File: src/rtl/lc3_mem_pkg.sv
// Shared types and constants for the LC-3 memory access path.
package lc3_mem_pkg;

  typedef enum logic [1:0] {
    IDLE,
    ACCESS,
    DONE
  } mem_state_t;

  localparam int unsigned MEM_WAIT_DEFAULT = 2;

  localparam logic MDR_SEL_BUS = 1'b0;
  localparam logic MDR_SEL_MEM = 1'b1;

endpackage

File: src/rtl/mem_wait_counter.sv
// Loadable 4-bit down-counter with zero flag; holds at zero rather than wrapping.
module mem_wait_counter (
  input  logic       clk_i,
  input  logic       rst_i,
  input  logic       load_i,
  input  logic [3:0] load_val_i,
  input  logic       dec_i,
  output logic       zero_o
);

  logic [3:0] cnt_q, cnt_d;

  always_comb begin
    cnt_d = cnt_q;
    if (load_i) begin
      cnt_d = load_val_i;
    end else if (dec_i && (cnt_q != '0)) begin
      cnt_d = cnt_q - 4'd1;
    end
  end

  always_ff @(posedge clk_i) begin
    if (rst_i) begin
      cnt_q <= '0;
    end else begin
      cnt_q <= cnt_d;
    end
  end

  assign zero_o = (cnt_q == '0);

endmodule

File: src/rtl/mem_access_ctrl.sv
// LC-3 memory access controller: owns MAR/MDR and sequences fixed-latency
// SRAM reads and writes. All outputs are decoded from registered state only.
module mem_access_ctrl
  import lc3_mem_pkg::*;
#(
  parameter int unsigned ADDR_W      = 16,
  parameter int unsigned DATA_W      = 16,
  parameter int unsigned WAIT_CYCLES = MEM_WAIT_DEFAULT
) (
  input  logic              Clk,
  input  logic              Reset,
  input  logic [DATA_W-1:0] bus,
  input  logic              ld_mar,
  input  logic              ld_mdr,
  input  logic [DATA_W-1:0] mdr_in,
  output logic              mdr_sel,
  input  logic              mem_req,
  input  logic              mem_wr,
  output logic              mem_done,
  output logic              busy,
  output logic [ADDR_W-1:0] mar,
  output logic [DATA_W-1:0] mdr,
  output logic              mem_ce,
  output logic              mem_oe,
  output logic              mem_we,
  output logic [ADDR_W-1:0] mem_addr,
  output logic [DATA_W-1:0] mem_wdata
);

  mem_state_t        state_q, state_d;
  logic [ADDR_W-1:0] mar_q, mar_d;
  logic [DATA_W-1:0] mdr_q, mdr_d;
  logic              wr_q, wr_d;
  logic              cnt_load, cnt_dec, cnt_zero;

  mem_wait_counter u_wait (
    .clk_i      (Clk),
    .rst_i      (Reset),
    .load_i     (cnt_load),
    .load_val_i (4'(WAIT_CYCLES - 1)),
    .dec_i      (cnt_dec),
    .zero_o     (cnt_zero)
  );

  always_comb begin
    state_d  = state_q;
    mar_d    = mar_q;
    mdr_d    = mdr_q;
    wr_d     = wr_q;
    cnt_load = 1'b0;
    cnt_dec  = 1'b0;
    unique case (state_q)
      IDLE: begin
        if (ld_mar) mar_d = bus[ADDR_W-1:0];
        if (ld_mdr) mdr_d = mdr_in;
        if (mem_req) begin
          state_d  = ACCESS;
          wr_d     = mem_wr;
          cnt_load = 1'b1;
        end
      end
      ACCESS: begin
        // Read data is captured on the edge that leaves ACCESS.
        if (cnt_zero) begin
          state_d = DONE;
          if (!wr_q) mdr_d = mdr_in;
        end else begin
          cnt_dec = 1'b1;
        end
      end
      DONE:    state_d = IDLE;
      default: state_d = IDLE;
    endcase
  end

  always_ff @(posedge Clk) begin
    if (Reset) begin
      state_q <= IDLE;
      mar_q   <= '0;
      mdr_q   <= '0;
      wr_q    <= 1'b0;
    end else begin
      state_q <= state_d;
      mar_q   <= mar_d;
      mdr_q   <= mdr_d;
      wr_q    <= wr_d;
    end
  end

  assign mem_ce    = (state_q == ACCESS);
  assign mem_we    = (state_q == ACCESS) && wr_q;
  assign mem_oe    = (state_q == ACCESS) && !wr_q;
  assign mdr_sel   = ((state_q == ACCESS) && !wr_q) ? MDR_SEL_MEM : MDR_SEL_BUS;
  assign busy      = (state_q == ACCESS) || (state_q == DONE);
  assign mem_done  = (state_q == DONE);
  assign mar       = mar_q;
  assign mdr       = mdr_q;
  assign mem_addr  = mar_q;
  assign mem_wdata = mdr_q;

endmodule
File: config.mk
export PLATFORM = sky130hd
export DESIGN_NAME = mem_access_ctrl
export DESIGN_NICKNAME = d
export VERILOG_FILES = /design/src/rtl/lc3_mem_pkg.sv /design/src/rtl/mem_wait_counter.sv /design/src/rtl/mem_access_ctrl.sv
export SDC_FILE = /design/constraint.sdc
export NUM_CORES = 1
export LEC_CHECK = 0
export ABC_AREA = 1
export BUFFER_PORTS_ARGS = -buffer_cell sky130_fd_sc_hd__buf_4
export CAP_MARGIN = 25
export CELL_PAD_IN_SITES_DETAIL_PLACEMENT = 1
export CELL_PAD_IN_SITES_GLOBAL_PLACEMENT = 1
export CORE_UTILIZATION = 29
export DETAILED_ROUTE_END_ITERATION = 8
export MAX_ROUTING_LAYER = met4
export PLACE_DENSITY_LB_ADDON = 0.1
export SKIP_LAST_GASP = 1
export SLEW_MARGIN = 20
export SYNTH_ARGS = -nofsm -noshare
export SYNTH_HDL_FRONTEND = slang
export SYNTH_SLANG_ARGS = --single-unit
File: constraint.sdc
create_clock -name Clk -period 1.9 [get_ports Clk]
set_clock_uncertainty 0.2 [all_clocks]
set_input_delay 0.19 -clock Clk [delete_from_list [all_inputs] [get_ports Clk]]
set_output_delay 0.19 -clock Clk [all_outputs]
set_load 0.02 [all_outputs]
==> results_dict.tcl <==
set metrics [dict create \
    holdPathStages 5 \
    slew_violations 0 \
    die_area_um2 6910 \
    cts.sink_count 39 \
    grt_pass1_vias 1789 \
    rsz0062_at_grt "no" \
    synth.distinct_cells 19 \
    end_kind "output port" \
    min_period_over_period_pct 94.1 \
    antenna_cells 0 \
    wl_um 5170 \
    antenna_found_initial 0 \
    hp-class "input port to register" \
    maxSlewHeadroom_pct 64.9 \
    p_leak_nw 1.50 \
    maxCapViolCount 0 \
    worstPathMaxFanout 6 \
    die_h_um 83.1 \
    fin_area_um2 2870 \
    reg2reg_depth 8 \
    pre_cts_slack_ns 0.134 \
    cts.reportedPaths.clkPinSlew_ns 0.08 \
    syn-num-nets 309 \
    critPathArrivalTime_ns 1.40 \
    syn_area_um2 1910 \
    required_ns 1.51 \
    synth.avg_cell_area_um2 7.15 \
    row_count 29 \
    ys_ff_latch 39 \
    placed_area_um2 2590 \
    grt_pass1_wl_um 8210 \
    io_buffers 107 \
    path_class "register to output port" \
    fmax_mhz 559 \
    cts_setup_buffers 0 \
    gp_congestion 0.768 \
    drive_gt1_share_pct 35.5 \
    drtIter0Drc 36 \
    power_density_nw_per_um2 922 \
    dr.pass1.iters 4 \
    layout_common_cells "buf_4 (110), nor2_1 (71), dfxtp_1 (39), nand2_1 (32), inv_1 (27)" \
    fin_ws_ns 0.112 \
    setup_viol 0 \
    placed_cells 415 \
    place_hpwl_um 3880 \
    grt-ovfl-total 0 \
    via_count 1918 \
    critPathLaunchType "register" \
    grt_max_degree 19 \
    ant_nets 0 \
    via_per_inst 4.36 \
    final_common_cell "buf_4" \
    routedWlPerCell_um 11.7 \
    ys_seq_area_share_pct 40.9 \
    tightest_slew_ns 0.526 \
    die_w_um 83.1 \
    outcome "complete, no violations" \
    clk_latency_ns 0.29 \
    initial_core_util_pct 30.1 \
    numCtsBuffers 5 \
    final.setup.tns_ns 0 \
    fin_nets 405 \
    final_hold_viol_count 0 \
    instances_no_fill 440 \
    hold_slack_ns 0.00852 \
    ir_drop_mv 0.325 \
    pin_count 108 \
    h-tree-depth 2 \
    syn_inst 267 \
    cts_root_buf "clkbuf_8" \
    ys_warn_count 0 \
    drc 0 \
    period_needed_ns 1.79 \
    coreArea_um2 6350 \
    grt.total_usage_pct 15.6 \
    clock_path_buffers 2 \
    cts_tree "yes" \
    syn2layout_area_growth_pct 50.1 \
]
-- layout make-up --
class	instances	area (µm²)
Fill cell	816	3480
Sequential cell	39	781
Timing Repair Buffer	131	1070
Clock inverter	1	5.00
Tap cell	77	96.3
Multi-Input combinational cell	158	729
Clock buffer	6	82.6
Inverter	28	105
-- critical path, cell delays in order, from the launching register on --
cell	delay, ns
dfxtp_1	0.32
inv_1	0.09
ha_2	0.26
inv_1	0.13
nor2_2	0.15
buf_4	0.16
-- report_power, final --
part / internal [W] / switching [W]
registers: 0.000926 / 0.0000832
clock network: 0.000285 / 0.000287
logic: 0.000474 / 0.000586
-- metrics by stage --
| stage | power, W | util (%) |
|---|---|---|
| finish | 0.00264 | 45.1 |
| global route | 0.00280 | 45.1 |
| CTS | 0.00268 | 45.1 |
| detailed placement | 0.00208 | 40.8 |
| global placement | 0.00206 | 40.8 |
| floorplan | 0.00172 | - |
-- layer usage --
metal  up-vias  global-route usage, %  part of all wire, %
li1        972                      -                    -
met1       877                   18.0                   43
met2        62                   26.5                   50
met3         7                   3.48                  5.6
met4         0                   5.64                  1.5
met5         -                      -                    0
-- cell usage after synthesis --
master	count	share of area, %
nor2_1	72	14
dfxtp_1	39	41
nor3_1	1	0.26
nor2_4	1	0.59
clkinv_1	1	0.20
nand3_1	19	5.0
inv_1	27	5.3
a21oi_4	2	1.7
clkbuf_1	4	0.79
nor2_2	1	0.33
o21ai_0	18	4.7
or2_2	1	0.33
buf_2	2	0.52
buf_6	1	0.59
nand2_2	2	0.66
buf_4	35	14
ha_1	4	2.6
nand2_1	32	6.3
a21oi_1	5	1.3
-- worst paths after layout --
check / start / to / slack (ns)
max: state_q[1]$_SDFFE_PP0P_ / mem_oe / 0.11
max reg2reg: state_q[1]$_SDFFE_PP0P_ / mdr[1]$_SDFFE_PP0P_ / 0.20
min reg2reg: state_q[0]$_SDFFE_PP0P_ / state_q[0]$_SDFFE_PP0P_ / 0.30
min: mdr_in[8] / mdr[8]$_SDFFE_PP0P_ / 0.009
-- state kept, by name, summed over array words and instances, names as in the netlist --
register and flops:
mar 16, state_q 2, mdr 16, u_wait.cnt_q 4
wr_q 1
-- kinds of logic after synthesis --
| kind of cell | synth area share, % |
|---|---|
| AO/OA/AOI/OAI | 7.73 |
| AND/OR/NAND/NOR | 27.6 |
| buffers and inverters | 21.2 |
| flip-flops | 40.9 |
| adder cells (fa/ha/maj) | 2.62 |
-- what timing repair did --
action                     CTS  global route
resized for setup            1             1
pin swaps                    0             0
hold buffers                18             0
setup endpoints to repair    2             2
hold endpoints to repair    19             0
Power figures use the tool's default switching activity.
